==> src/rtl/mem_ctrl_pkg.sv <==
// Shared definitions for the memory operation sequencer: command modes,
// FSM state encoding and default bus widths.
package mem_ctrl_pkg;

  localparam int DEF_ADDR_W = 25;
  localparam int DEF_DATA_W = 16;

  localparam logic [1:0] MODE_CLEAR = 2'b00;
  localparam logic [1:0] MODE_READ  = 2'b01;
  localparam logic [1:0] MODE_WRITE = 2'b10;
  localparam logic [1:0] MODE_NOP   = 2'b11;

  localparam logic [2:0] ST_IDLE       = 3'd0;
  localparam logic [2:0] ST_ISSUE      = 3'd1;
  localparam logic [2:0] ST_WAIT_ACK   = 3'd2;
  localparam logic [2:0] ST_WAIT_RDATA = 3'd3;
  localparam logic [2:0] ST_CLR_NEXT   = 3'd4;
  localparam logic [2:0] ST_DONE       = 3'd5;

  typedef enum logic [2:0] {
    S_IDLE       = ST_IDLE,
    S_ISSUE      = ST_ISSUE,
    S_WAIT_ACK   = ST_WAIT_ACK,
    S_WAIT_RDATA = ST_WAIT_RDATA,
    S_CLR_NEXT   = ST_CLR_NEXT,
    S_DONE       = ST_DONE
  } state_e;

endpackage

==> src/rtl/mem_op_sequencer_if.sv <==
// Command strobe from the I/O controller plus the req/ack memory port.
// master = sequencer side, slave = I/O controller and memory side.
interface mem_op_sequencer_if #(
  parameter int ADDR_W = mem_ctrl_pkg::DEF_ADDR_W,
  parameter int DATA_W = mem_ctrl_pkg::DEF_DATA_W
);

  logic              ioDone;
  logic [1:0]        modeIn;
  logic [ADDR_W-1:0] addrIn;
  logic [DATA_W-1:0] dataIn;

  logic              memReq;
  logic              memWe;
  logic [ADDR_W-1:0] memAddr;
  logic [DATA_W-1:0] memWdata;
  logic              memAck;
  logic              memRvalid;
  logic [DATA_W-1:0] memRdata;

  logic              memDone;
  logic [DATA_W-1:0] rdData;
  logic              errFlag;

  modport master (
    input  ioDone, modeIn, addrIn, dataIn,
    input  memAck, memRvalid, memRdata,
    output memReq, memWe, memAddr, memWdata,
    output memDone, rdData, errFlag
  );

  modport slave (
    output ioDone, modeIn, addrIn, dataIn,
    output memAck, memRvalid, memRdata,
    input  memReq, memWe, memAddr, memWdata,
    input  memDone, rdData, errFlag
  );

endinterface

==> src/rtl/mem_timeout_timer.sv <==
// Wait-cycle counter: o_expire is high on the TIMEOUT_CYCLES-th enabled cycle
// after i_clear; the count saturates there until cleared.
module mem_timeout_timer #(
  parameter int TIMEOUT_CYCLES = 255
) (
  input  logic clk,
  input  logic rst,
  input  logic i_clear,
  input  logic i_enable,
  output logic o_expire
);

  localparam int CNT_W = $clog2(TIMEOUT_CYCLES + 1);
  // Count holds elapsed wait cycles minus one, so the limit cycle itself expires.
  localparam logic [CNT_W-1:0] LP_LAST = CNT_W'(TIMEOUT_CYCLES - 1);

  logic [CNT_W-1:0] r_cnt;

  always_ff @(posedge clk or posedge rst) begin
    if (rst) begin
      r_cnt <= '0;
    end else if (i_clear) begin
      r_cnt <= '0;
    end else if (i_enable && (r_cnt != LP_LAST)) begin
      r_cnt <= r_cnt + 1'b1;
    end
  end

  assign o_expire = i_enable && (r_cnt == LP_LAST);

endmodule

==> src/rtl/mem_op_sequencer.sv <==
// Runs one write, read or clear sweep per ioDone rising edge over a req/ack port.
// Busy (memDone=0) from ISSUE through DONE; edges while busy are dropped.
module mem_op_sequencer
  import mem_ctrl_pkg::*;
#(
  parameter int ADDR_W         = DEF_ADDR_W,
  parameter int DATA_W         = DEF_DATA_W,
  parameter int CLEAR_WORDS    = 1024,
  parameter int TIMEOUT_CYCLES = 255
) (
  input  logic               clk,
  input  logic               rst,
  mem_op_sequencer_if.master bus
);

  localparam logic [ADDR_W-1:0] LP_CLR_LAST = ADDR_W'(CLEAR_WORDS - 1);

  state_e            r_state;
  state_e            w_state_nxt;
  logic              r_io_prev;
  logic              w_io_rise;
  logic              w_accept;
  logic [1:0]        r_mode;
  logic [ADDR_W-1:0] r_clr_cnt;
  logic              r_memReq;
  logic              r_memWe;
  logic [ADDR_W-1:0] r_memAddr;
  logic [DATA_W-1:0] r_memWdata;
  logic [DATA_W-1:0] r_rdData;
  logic              r_errFlag;
  logic              w_tmr_clear;
  logic              w_tmr_en;
  logic              w_tmr_expire;

  assign w_io_rise = bus.ioDone & ~r_io_prev;
  assign w_accept  = w_io_rise && (bus.modeIn != MODE_NOP);

  always_comb begin
    w_state_nxt = r_state;
    case (r_state)
      S_IDLE: begin
        if (w_accept) w_state_nxt = S_ISSUE;
      end
      S_ISSUE: begin
        w_state_nxt = S_WAIT_ACK;
      end
      S_WAIT_ACK: begin
        // The awaited event beats a timeout landing on the same cycle.
        if (bus.memAck) begin
          if (r_mode == MODE_READ) begin
            w_state_nxt = bus.memRvalid ? S_DONE : S_WAIT_RDATA;
          end else if (r_mode == MODE_CLEAR) begin
            w_state_nxt = S_CLR_NEXT;
          end else begin
            w_state_nxt = S_DONE;
          end
        end else if (w_tmr_expire) begin
          w_state_nxt = S_DONE;
        end
      end
      S_WAIT_RDATA: begin
        if (bus.memRvalid || w_tmr_expire) w_state_nxt = S_DONE;
      end
      S_CLR_NEXT: begin
        w_state_nxt = (r_clr_cnt == LP_CLR_LAST) ? S_DONE : S_ISSUE;
      end
      S_DONE: begin
        w_state_nxt = S_IDLE;
      end
      default: begin
        w_state_nxt = S_IDLE;
      end
    endcase
  end

  // Any state change restarts the timer, so each wait state starts from zero.
  assign w_tmr_en    = (r_state == S_WAIT_ACK) || (r_state == S_WAIT_RDATA);
  assign w_tmr_clear = (w_state_nxt != r_state);

  mem_timeout_timer #(
    .TIMEOUT_CYCLES (TIMEOUT_CYCLES)
  ) u_timer (
    .clk      (clk),
    .rst      (rst),
    .i_clear  (w_tmr_clear),
    .i_enable (w_tmr_en),
    .o_expire (w_tmr_expire)
  );

  always_ff @(posedge clk or posedge rst) begin
    if (rst) begin
      r_state    <= S_IDLE;
      r_io_prev  <= 1'b0;
      r_mode     <= MODE_CLEAR;
      r_clr_cnt  <= '0;
      r_memReq   <= 1'b0;
      r_memWe    <= 1'b0;
      r_memAddr  <= '0;
      r_memWdata <= '0;
      r_rdData   <= '0;
      r_errFlag  <= 1'b0;
    end else begin
      r_io_prev <= bus.ioDone;
      r_state   <= w_state_nxt;
      case (r_state)
        S_IDLE: begin
          // Request fields are set up on entry to ISSUE; memReq follows a cycle later.
          if (w_accept) begin
            r_mode     <= bus.modeIn;
            r_errFlag  <= 1'b0;
            r_clr_cnt  <= '0;
            r_memWe    <= (bus.modeIn != MODE_READ);
            r_memAddr  <= (bus.modeIn == MODE_CLEAR) ? '0 : bus.addrIn;
            r_memWdata <= (bus.modeIn == MODE_WRITE) ? bus.dataIn : '0;
          end
        end
        S_ISSUE: begin
          r_memReq <= 1'b1;
        end
        S_WAIT_ACK: begin
          if (bus.memAck) begin
            r_memReq <= 1'b0;
            if ((r_mode == MODE_READ) && bus.memRvalid) r_rdData <= bus.memRdata;
          end else if (w_tmr_expire) begin
            r_memReq  <= 1'b0;
            r_errFlag <= 1'b1;
          end
        end
        S_WAIT_RDATA: begin
          if (bus.memRvalid) begin
            r_rdData <= bus.memRdata;
          end else if (w_tmr_expire) begin
            r_errFlag <= 1'b1;
          end
        end
        S_CLR_NEXT: begin
          if (r_clr_cnt != LP_CLR_LAST) begin
            r_clr_cnt <= r_clr_cnt + 1'b1;
            r_memAddr <= r_clr_cnt + 1'b1;
          end
        end
        default: begin
        end
      endcase
    end
  end

  assign bus.memReq   = r_memReq;
  assign bus.memWe    = r_memWe;
  assign bus.memAddr  = r_memAddr;
  assign bus.memWdata = r_memWdata;
  assign bus.memDone  = (r_state == S_IDLE);
  assign bus.rdData   = r_rdData;
  assign bus.errFlag  = r_errFlag;

endmodule

==> src/flat_wrapper.sv <==
// flat-port wrapper written by rule: the top's interface ports become plain ports
module mem_op_sequencer_flat import mem_ctrl_pkg::*;
#(
  parameter int ADDR_W         = DEF_ADDR_W,
  parameter int DATA_W         = DEF_DATA_W,
  parameter int CLEAR_WORDS    = 1024,
  parameter int TIMEOUT_CYCLES = 255
)
  (clk, rst, bus_ioDone, bus_modeIn, bus_addrIn, bus_dataIn, bus_memAck, bus_memRvalid, bus_memRdata, bus_memReq, bus_memWe, bus_memAddr, bus_memWdata, bus_memDone, bus_rdData, bus_errFlag);
  mem_op_sequencer_if #(.ADDR_W(ADDR_W), .DATA_W(DATA_W)) bus_i ();
  input  logic clk;
  input  logic rst;
  input wire logic [$bits(bus_i.ioDone)-1:0] bus_ioDone;
  input wire logic [$bits(bus_i.modeIn)-1:0] bus_modeIn;
  input wire logic [$bits(bus_i.addrIn)-1:0] bus_addrIn;
  input wire logic [$bits(bus_i.dataIn)-1:0] bus_dataIn;
  input wire logic [$bits(bus_i.memAck)-1:0] bus_memAck;
  input wire logic [$bits(bus_i.memRvalid)-1:0] bus_memRvalid;
  input wire logic [$bits(bus_i.memRdata)-1:0] bus_memRdata;
  output wire logic [$bits(bus_i.memReq)-1:0] bus_memReq;
  output wire logic [$bits(bus_i.memWe)-1:0] bus_memWe;
  output wire logic [$bits(bus_i.memAddr)-1:0] bus_memAddr;
  output wire logic [$bits(bus_i.memWdata)-1:0] bus_memWdata;
  output wire logic [$bits(bus_i.memDone)-1:0] bus_memDone;
  output wire logic [$bits(bus_i.rdData)-1:0] bus_rdData;
  output wire logic [$bits(bus_i.errFlag)-1:0] bus_errFlag;
  assign bus_i.ioDone = bus_ioDone;
  assign bus_i.modeIn = bus_modeIn;
  assign bus_i.addrIn = bus_addrIn;
  assign bus_i.dataIn = bus_dataIn;
  assign bus_i.memAck = bus_memAck;
  assign bus_i.memRvalid = bus_memRvalid;
  assign bus_i.memRdata = bus_memRdata;
  assign bus_memReq = bus_i.memReq;
  assign bus_memWe = bus_i.memWe;
  assign bus_memAddr = bus_i.memAddr;
  assign bus_memWdata = bus_i.memWdata;
  assign bus_memDone = bus_i.memDone;
  assign bus_rdData = bus_i.rdData;
  assign bus_errFlag = bus_i.errFlag;
  mem_op_sequencer #(.ADDR_W(ADDR_W), .DATA_W(DATA_W), .CLEAR_WORDS(CLEAR_WORDS), .TIMEOUT_CYCLES(TIMEOUT_CYCLES)) u_core (.clk(clk), .rst(rst), .bus(bus_i));
endmodule
==> config.mk <==
export PLATFORM = sky130hd
export DESIGN_NAME = mem_op_sequencer_flat
export DESIGN_NICKNAME = d
export VERILOG_FILES = /design/src/rtl/mem_ctrl_pkg.sv /design/src/rtl/mem_op_sequencer_if.sv /design/src/rtl/mem_timeout_timer.sv /design/src/rtl/mem_op_sequencer.sv /design/src/flat_wrapper.sv
export SDC_FILE = /design/constraint.sdc
export NUM_CORES = 1
export LEC_CHECK = 0
export CORE_MARGIN = 3
export CORE_UTILIZATION = 51
export CTS_BUF_LIST = sky130_fd_sc_hd__clkbuf_8
export DETAILED_ROUTE_END_ITERATION = 10
export GPL_TIMING_DRIVEN = 0
export HOLD_SLACK_MARGIN = 0.08
export PLACE_DENSITY = 0.86
export SYNTH_ARGS = -nofsm -noshare
export SYNTH_HDL_FRONTEND = slang
export SYNTH_SLANG_ARGS = --single-unit
==> constraint.sdc <==
create_clock -name clk -period 4 [get_ports clk]
set_input_delay 0.8 -clock clk [delete_from_list [all_inputs] [get_ports clk]]
set_output_delay 0.8 -clock clk [all_outputs]
set_load 0.01 [all_outputs]
==> flow_summary.yaml, run 1 <==
synth:
  synth_cell_types: 56
  synth_edf_count: 0
  synth_fp_nets: 556
  yosysTopAreaCell: "dfrtp_1"
  avgSynthCellArea_um2: 9.861
  syn_area_mm2: 0.004822
  synth_area_leaders: "dfrtp_1, mux2_2, nand2_1"
  synthArstFlopShare: 1.000
  synth_flop_cell: "dfrtp_1"
  yosys_warnings: 0
  synth_seq_area_share: 0.5138
  ys_ff_latch: 99
  syn_inst: 489
  synth_top_area_share: 0.5138
final_layout:
  final_core_util: 0.7171
  final_layout_size_suffix_gt1_frac: 0.09206
  final_net_count: 692
  synthToLayoutAreaGrowth_pct: 32.85
  n_antenna_cell: 0
power_and_ir_drop:
  p_per_area_mw_per_mm2: 603.0
  power_frac_clock: 0.155
  p_seq_frac: 0.409
  power_frac_comb: 0.436
  netSwitchingFraction: 0.3625
  ir_drop_mv: 0.3478
  p_int_uw: 2463
  power.switching_uw: 1400
  p_leak_uw: 0.002668
timing:
  period_share: 0.7069
  setup_tns_ns: 0
  min_period_ns: 2.828
  setup_ws_ns: 1.172
  fin_skew_ns: 0.01705
  slew_headroom: 0.4228
  clock.fmax_ghz: 0.3537
  setup_violations: 0
  maxSlewViolCount: 0
  hold_viol: 0
  tightestPinTransition_ns: 0.8579
  rsz0062_at_grt: "false"
hold_path:
  min_path_type: "flip-flop to flip-flop"
  min_path_cells: 2
clocking:
  root_buffer: "clkbuf_8"
  postCtsHoldBufs: 0
  clk_pin_slew_ns: 0.11
  cts_tree: "done"
  insertion_delay_ns: 0.37
  clk_path_buf_depth: 2
  htreeDepth: 3
  clock_sinks: 99
  post_cts_buffers: 0
  cts_made_buffers: 9
  post_cts_resized: 0
place:
  pre_cts_ws_ns: 0.8549
  port-buffer-count: 124
  gp_congestion: 0.9439
  dpl.hpwl_um: 9661
setup_path:
  cp_cell_sequence: "ha_1 > nand2_1 > or3_4 > or4_4 > buf_6 > and2_4 > buf_6 > clkbuf_1 > o22ai_1"
  cp.required_ns: 4.27
  crit_fanout: 10
  start_kind: "flip-flop"
  cp_slowest_stage_delay_ns: 0.49
  crit_arrival_ns: 3.10
  cp-end-kind: "flip-flop"
  cp_num_buf_inv: 3
  path_delay_family: "simple AND/OR/NAND/NOR gates"
  r2r_cells: 9
  slowest_stage: "or4_4"
  cpMostUsedCell: "buf_6"
  critical_path_class: "flip-flop to flip-flop"
  path_depth: 9
floorplanning:
  num_rows: 34
  start_util: 0.5398
  die_height_um: 103.2
  design.die.area_mm2: 0.01066
  io-pin-count: 125
  die_x_um: 103.2
  core_area_mm2: 0.008934
global_routing:
  grt.met1_usage: 0.3428
  grt_busiest_layer: "met2"
  grt_pass1_wl_um: 20980
  antenna_found_initial: 0
  use_met3: 0.04024
  grt_usage: 0.2527
  grt_start_max_net_pins: 61
  first_global_vias: 4309
  use_met2: 0.4021
  overflow: 0
run:
  max_cap_viol_count: 0
drt:
  drc: 0
  wl_per_cell_um: 17.84
  drt_first_pass_iters: 6
  drt_iter0_markers: 329
  drt_wl_total_um: 13160
  avgViaCountPerCell: 5.848
  dr_total_vias: 4316
  ant_nets: 0
run_status:
  status: "complete, no violations"
## registers in the layout (all words and copies together) (netlist names)
| name | count |
|---|---|
| u_core.bus.memAddr | 25 |
| u_core.r_clr_cnt | 25 |
| u_core.bus.memWdata | 16 |
| u_core.bus.rdData | 16 |
| u_core.u_timer.r_cnt | 8 |
| u_core.r_state | 3 |
| u_core.r_mode | 2 |
| u_core.bus.errFlag | 1 |
| u_core.bus.memReq | 1 |
| u_core.bus.memWe | 1 |
| u_core.r_io_prev | 1 |
## placed cells by master, fill, tap and decap left out, types with 3 or more instances in the layout
cell	netlist	layout
clkdlybuf4s50_1	0	124
dfrtp_1	99	99
nand2_1	68	68
o21ai_0	36	36
a21oi_1	34	34
nor2_1	26	26
mux2_2	26	26
clkbuf_1	24	24
inv_1	18	18
nand3_1	16	16
xnor2_1	14	14
nor3_1	11	11
nor4_1	9	9
clkbuf_8	0	9
a31oi_1	8	8
nand4_1	7	7
o211ai_1	6	6
a21o_1	6	6
or4_1	5	5
buf_6	4	4
nor3b_1	4	4
and3_1	4	4
xor2_1	4	4
a22oi_1	4	4
o21a_1	3	3
nor2b_1	3	3
o22ai_1	3	3
mux2_4	3	3
o2bb2ai_1	3	3
ha_1	3	3
## Yosys cell counts (all sizes together) (4+ instances only)
cell type	number
nand4	8
nor2	26
or4	6
xor2	4
a31oi	8
a21o	6
o211ai	6
xnor2	14
inv	18
buf	4
clkbuf	25
nor3b	4
and3	4
nand3	16
dfrtp	99
nand2	68
mux2	29
a21oi	34
nor4	9
a22oi	4
o21ai	38
nor3	11
## layout make-up
cell class              count  area [µm²]
fillers                   674        2527
flip-flops and latches     99        2477
multi-input cells         343        2137
repair buffers            125        1269
plain buffers              29       140.1
well taps                 108       135.1
clock buffers               9       123.9
inverters                  18       70.07
clock inverters             7       53.80
## logic make-up (layout without fill, tap and decap cells)
family                     Yosys count  after routing  synth area share
and+or+nand+nor                    166            166            0.1681
AOI/OAI and AO/OA                  125            125            0.1604
DFF                                 99             99            0.5138
buffers and inverters               47            188           0.04307
muxes                               31             31           0.07421
xor gates and xnor gates            18             18           0.03269
adders and majority gates            3              3          0.007785
## power by group through the flow
stage | sequential, µW | combinational, µW | clock, µW
after floorplan | 1680 | 711 | 0
after global placement | 1570 | 1630 | 0
after detailed placement | 1590 | 1680 | 0
after CTS | 1580 | 1690 | 609
after global routing | 1630 | 1820 | 650
final | 1580 | 1680 | 599
## layer usage
metal	vias to the layer above	routed length, µm	share of wire
met1	2090	5488	0.42
met2	168	6444	0.49
met5	-	0	0
li1	2023	-	-
met4	0	404	0.031
met3	35	825	0.063
## metrics by stage
stage                     std cells  cell area [µm²]  hold WS, ns  power [µW]
final                           738             6406       0.4986        3863
after global routing            738             6406       0.5237        4098
after CTS                       738             6406       0.5014        3878
after detailed placement        722             6228       0.4771        3275
after global placement          721             6198       0.4640        3205
after floorplan                 489             4822       0.4923        2393
## path summary, 6_finish.rpt
check                                         from                 endpoint  slack, ns
min in group asynchronous                      rst     u_core.bus.rdData[4]       0.82
max in group asynchronous                      rst  u_core.u_timer.r_cnt[6]       2.50
min reg2reg                u_core.bus.memWdata[12]  u_core.bus.memWdata[12]       0.50
max reg2reg                    u_core.r_clr_cnt[0]      u_core.r_clr_cnt[6]       1.17
max                            u_core.r_clr_cnt[0]      u_core.r_clr_cnt[6]       1.17
min                        u_core.bus.memWdata[12]  u_core.bus.memWdata[12]       0.50
## worst reg2reg max path: cells and delay by family (launching register included)
family	cells	cell delay, ns
adders and majority gates	1	0.25
AOI/OAI and AO/OA	1	0.25
DFF	1	0.48
and+or+nand+nor	4	1.20
buffers and inverters	3	0.57
(Power assumes the default switching activity.)
==> run 2: changes to the inputs <==
- clock period: 4 -> 2.9 ns (I/O delays scaled with it)
==> run 2 against run 1 <==
  * Sequential share of layout area is 0.14 points lower
  * Global-route usage shrank 0.20 points
  * Combinational power up 37%
  * Highest routed layer unchanged
  * Critical endpoint is now u_core.bus.memAddr[20]
==> flow_summary.yaml, run 2 (synthesis results as in run 1) <==
floorplanning:
  design.die.area_mm2: 0.01066
  start_util: 0.5398
  io-pin-count: 125
  die_height_um: 103.2
  num_rows: 34
  die_x_um: 103.2
  core_area_mm2: 0.008934
timing:
  rsz0062_at_grt: "false"
  slew_headroom: 0.4664
  hold_viol: 0
  setup_tns_ns: 0
  fin_skew_ns: 0.008412
  maxSlewViolCount: 0
  min_period_ns: 2.785
  clock.fmax_ghz: 0.3591
  setup_violations: 0
  tightestPinTransition_ns: 0.7931
  period_share: 0.9602
final_layout:
  final_layout_size_suffix_gt1_frac: 0.09683
  fin_cells: 738
  fillers: 665
  stdcell_area_mm2: 0.006432
  final_net_count: 692
  synthToLayoutAreaGrowth_pct: 33.39
  layout_common_cells: "clkdlybuf4s50_1, dfrtp_1, nand2_1"
  final_common_cell: "clkdlybuf4s50_1"
  seq_area_mm2: 0.002479
  multi_input_area_mm2: 0.002137
  n_antenna_cell: 0
setup_path:
  cp_cell_sequence: "ha_1 > nand2_1 > or3_4 > or4_4 > buf_6 > and2_4 > buf_6 > buf_6 > a311o_1"
  cpMostUsedCell: "buf_6"
  slowest_stage: "or4_4"
  critical_path_class: "flip-flop to flip-flop"
  cp-end-kind: "flip-flop"
  cp_slowest_stage_delay_ns: 0.49
  start_kind: "flip-flop"
  crit_fanout: 10
  crit_arrival_ns: 3.03
  cp.required_ns: 3.15
clocking:
  cts_made_buffers: 9
  postCtsHoldBufs: 0
  post_cts_resized: 0
  clk_path_buf_depth: 2
  clock_sinks: 99
  htreeDepth: 3
  post_cts_buffers: 0
  clk_pin_slew_ns: 0.11
  insertion_delay_ns: 0.36
  root_buffer: "clkbuf_8"
  cts_tree: "done"
drt:
  drt_iter0_markers: 315
  dr_total_vias: 4337
  ant_nets: 0
  drc: 0
  drt_first_pass_iters: 6
  drt_wl_total_um: 12850
  avgViaCountPerCell: 5.877
  wl_per_cell_um: 17.41
global_routing:
  overflow: 0
  grt_start_max_net_pins: 43
  first_global_vias: 4275
  antenna_found_initial: 0
  grt_usage: 0.2507
  grt_pass1_wl_um: 20780
power_and_ir_drop:
  p_leak_uw: 0.002674
  p_per_area_mw_per_mm2: 834.1
  ir_drop_mv: 0.5734
place:
  placed_area_mm2: 0.006242
  port-buffer-count: 124
  gp_congestion: 0.9478
  place_inst: 723
  dpl.hpwl_um: 9645
run:
  max_cap_viol_count: 0
hold_path:
  min_path_type: "flip-flop to flip-flop"
run_status:
  status: "complete, no violations"
==> run 2: per-layer routing <==
metal | vias to the layer above | global-route usage | wire length (µm)
met1 | 2121 | 0.3414 | 5307
li1 | 2031 | - | -
met5 | - | 0 | 0
met4 | 0 | 0.08865 | 322
met3 | 25 | 0.04762 | 797
met2 | 160 | 0.4045 | 6424
==> run 2: worst max-delay path: cells and delay by family (launching register included) <==
| kind | cells | cell delay [ns] |
|---|---|---|
| simple gates | 4 | 1.22 |
| buf+inv | 3 | 0.45 |
| flops | 1 | 0.45 |
| compound gates | 1 | 0.30 |
| fa+ha+maj | 1 | 0.24 |
==> run 2: cell type report <==
cell class | instances | area share
plain buffers | 28 | 0.02120
well taps | 108 | 0.02101
clock inverters | 6 | 0.008559
repair buffers | 126 | 0.1992
multi-input cells | 343 | 0.3322
clock buffers | 10 | 0.02140
inverters | 18 | 0.01109
flip-flops and latches | 99 | 0.3853
==> run 2: stage by stage <==
step                      total power [µW]  setup WS, ns  hold WS, ns    util
after floorplan                       3301        0.3572       0.4923       -
after CTS                             5387       0.09147       0.5013  0.7203
after global routing                  5702       0.02222       0.5296  0.7200
after global placement                4418       0.04682       0.4647  0.6943
final                                 5365        0.1153       0.4959  0.7200
after detailed placement              4517      -0.02444       0.4768  0.6987
==> run 2: where the power goes <==
part	switching, µW	internal [µW]	total (µW)
Clock	513	353	865
Sequential	348	1850	2190
Combinational	1070	1230	2310
==> run 2: final timing paths <==
check | from | end | slack, ns | cells past startpoint
worst max-delay path | u_core.r_clr_cnt[1] | u_core.bus.memAddr[20] | 0.12 | 9
worst min-delay path | u_core.bus.memWdata[6] | u_core.bus.memWdata[6] | 0.50 | 2
worst max register to register | u_core.r_clr_cnt[1] | u_core.bus.memAddr[20] | 0.12 | 9
worst min register to register | u_core.bus.memWdata[6] | u_core.bus.memWdata[6] | 0.50 | 2
min in group asynchronous | rst | u_core.bus.rdData[2] | 0.57 | 2
max in group asynchronous | rst | u_core.u_timer.r_cnt[3] | 1.51 | 4
==> variant: new RTL, config.mk and constraints of run 1 <==
Make the reset (`rst`) synchronous in 2 clocked blocks.
--- a/src/rtl/mem_timeout_timer.sv
+++ b/src/rtl/mem_timeout_timer.sv
@@ -16,7 +16,7 @@
 
   logic [CNT_W-1:0] r_cnt;
 
-  always_ff @(posedge clk or posedge rst) begin
+  always_ff @(posedge clk) begin
     if (rst) begin
       r_cnt <= '0;
     end else if (i_clear) begin
--- a/src/rtl/mem_op_sequencer.sv
+++ b/src/rtl/mem_op_sequencer.sv
@@ -87,7 +87,7 @@
     .o_expire (w_tmr_expire)
   );
 
-  always_ff @(posedge clk or posedge rst) begin
+  always_ff @(posedge clk) begin
     if (rst) begin
       r_state    <= S_IDLE;
       r_io_prev  <= 1'b0;
Behaviour: differs if rst is asserted again (counterexample within 4 cycles, from zero or initial values and one cycle with rst high); with rst held inactive, the same outputs for 10 cycles.
==> variant against run 1 <==
Worst setup slack gained 0.27 ns. Synthesized cell count up 16%. Area after synthesis grew 1.4%. Sequential cell count unchanged. Cell area grew 0.92%. Critical path depth fell by 6. First-iteration DRC count is 12% lower. Routed wire length increased by 12%.
Power is not compared: it rests on default switching activity, and its combinational part moved more than twofold at a synthesized area within 25%.
==> variant: results <==
export IMPL_grt_first_pass_wirelength_mm=23.34
export IMPL_relSlewSlack_pct=50.49
export IMPL_startpoint="u_core.r_state[1]$_SDFF_PP0_"
export IMPL_ys_warnings_count=0
export IMPL_antenna_cells=0
export IMPL_cp_slowest_stage_delay_ns=0.58
export IMPL_ff2ff_path_depth=6
export IMPL_hold_start="u_core.bus.memWdata[11]$_SDFFE_PP0P_"
export IMPL_status="completed"
export IMPL_ff2ff_setup_slack_ns=1.68
export IMPL_hold_path_end="u_core.bus.memWdata[11]$_SDFFE_PP0P_"
export IMPL_via_per_inst=5.927
export IMPL_ir_drop_uv=264.2
export IMPL_first_pass_iters=5
export IMPL_yosys_top_cells_count="dfxtp_1, a21oi_1, nand2_1"
export IMPL_syn_num_nets=636
export IMPL_layout_drive_gt1_share_pct=10.44
export IMPL_r2r_end="u_core.r_clr_cnt[23]$_SDFFE_PP0P_"
export IMPL_synth_seq_area_share_pct=40.52
export IMPL_hold_path_class="register to register"
export IMPL_synth_distinct_cells=69
export IMPL_ys_async_sr_fraction_pct=0
export IMPL_synth_top_area_share_pct=40.52
export IMPL_drtIter0Drc=289
export IMPL_dp_hpwl_mm=10.98
export IMPL_detail_route_wl_per_cell_um=17.53
export IMPL_route_detailed_drc=0
export IMPL_track_usage_pct=26.16
export IMPL_dp_slack_ns=1.097
export IMPL_nets=771
export IMPL_p_sw_share_pct=28.03
export IMPL_skew_ns=0.01281
export IMPL_n_fill_cell=785
export IMPL_worstReg2RegStart="u_core.r_clr_cnt[0]$_SDFFE_PP0P_"
export IMPL_crit_slowest_cell="clkdlybuf4s50_1"
export IMPL_cts_buffers=9
export IMPL_arrival_ns=1.76
export IMPL_ys_top_cells_by_area="dfxtp_1, a21oi_1, mux2i_1, nand3_1, nand2_1"
export IMPL_grt_max_degree=17
export IMPL_met2_usage_pct=45.54
export IMPL_grt_pass1_vias=4829
export IMPL_gp_congestion=0.9426
export IMPL_cp_top_family="buffers and inverters"
export IMPL_cts_root_buf="clkbuf_8"
export IMPL_met1_usage_pct=31.05
export IMPL_grtUsageMet3_pct=7.511
export IMPL_placementRows=35
variant: cell count changes in the layout (fill, tap and decap cells not counted), moves of 16 or more:
cell	delta
a21oi_1	+21
buf_2	+17
dfrtp_1	-99
dfxtp_1	+99
mux2_2	-26
mux2i_1	+16
nand2_1	-20
nand3_1	+20
variant: logic make-up (layout without fill, tap and decap cells):
family / count (synthesis) / in the layout / synth area share (%)
AO/OA/AOI/OAI: 170 / 170 / 23.23
XOR/XNOR: 17 / 17 / 3.044
adder cells (fa/ha/maj): 3 / 3 / 0.7675
buffers and inverters: 54 / 194 / 5.372
flip-flops: 99 / 99 / 40.52
multiplexers: 18 / 18 / 3.684
AND/OR/NAND/NOR: 208 / 208 / 23.38
variant: worst reg2reg max path: stages, from the launching register on:
cell	delay [ns]
dfxtp_1	0.44
ha_1	0.18
clkbuf_1	0.41
and4b_1	0.29
nand3_1	0.15
a21oi_1	0.55
a21bo_2	0.23
variant: cell type report:
cell class,instances,share of cell area (%)
clock inverters,7,0.7354
repair buffers,124,19.20
multi-input cells,416,40.93
flip-flops and latches,99,30.66
well taps,129,2.497
clock buffers,9,1.916
inverters,11,0.6387
plain buffers,43,3.426
variant: routing by layer:
metal | share of wire (%) | vias to the layer above
met2 | 50 | 210
met4 | 1.6 | 0
met5 | 0 | -
li1 | - | 2352
met3 | 7.8 | 20
met1 | 41 | 2385
variant: worst max path at each step:
stage | to | slack [ns] | cells past startpoint
finish | bus_memDone | 1.44 | 3
global route | u_core.bus.memAddr[8]$_SDFFE_PP0P_ | 1.32 | 8
CTS | bus_memDone | 1.46 | 3
detailed placement | u_core.bus.memAddr[8]$_SDFFE_PP0P_ | 1.10 | 8
global placement | u_core.bus.memAddr[8]$_SDFFE_PP0P_ | 1.14 | 8
floorplan | u_core.bus.memAddr[8]$_SDFFE_PP0P_ | 1.84 | 7
variant: stage by stage:
stage	cell area, um^2	cells	hold WS, ns
floorplan	4891	569	0.4451
global placement	6294	822	0.4378
detailed placement	6294	822	0.4486
CTS	6465	838	0.4653
global route	6465	838	0.4785
finish	6465	838	0.4580
variant: power groups by stage:
stage                     registers, mW  clock network [mW]  logic, mW
after global placement             1.06                   0      0.325
after detailed placement           1.07                   0      0.333
final                              1.04               0.583      0.336
after global routing               1.05               0.624      0.360
after CTS                          1.04               0.586      0.334
after floorplan                    1.07                   0      0.153
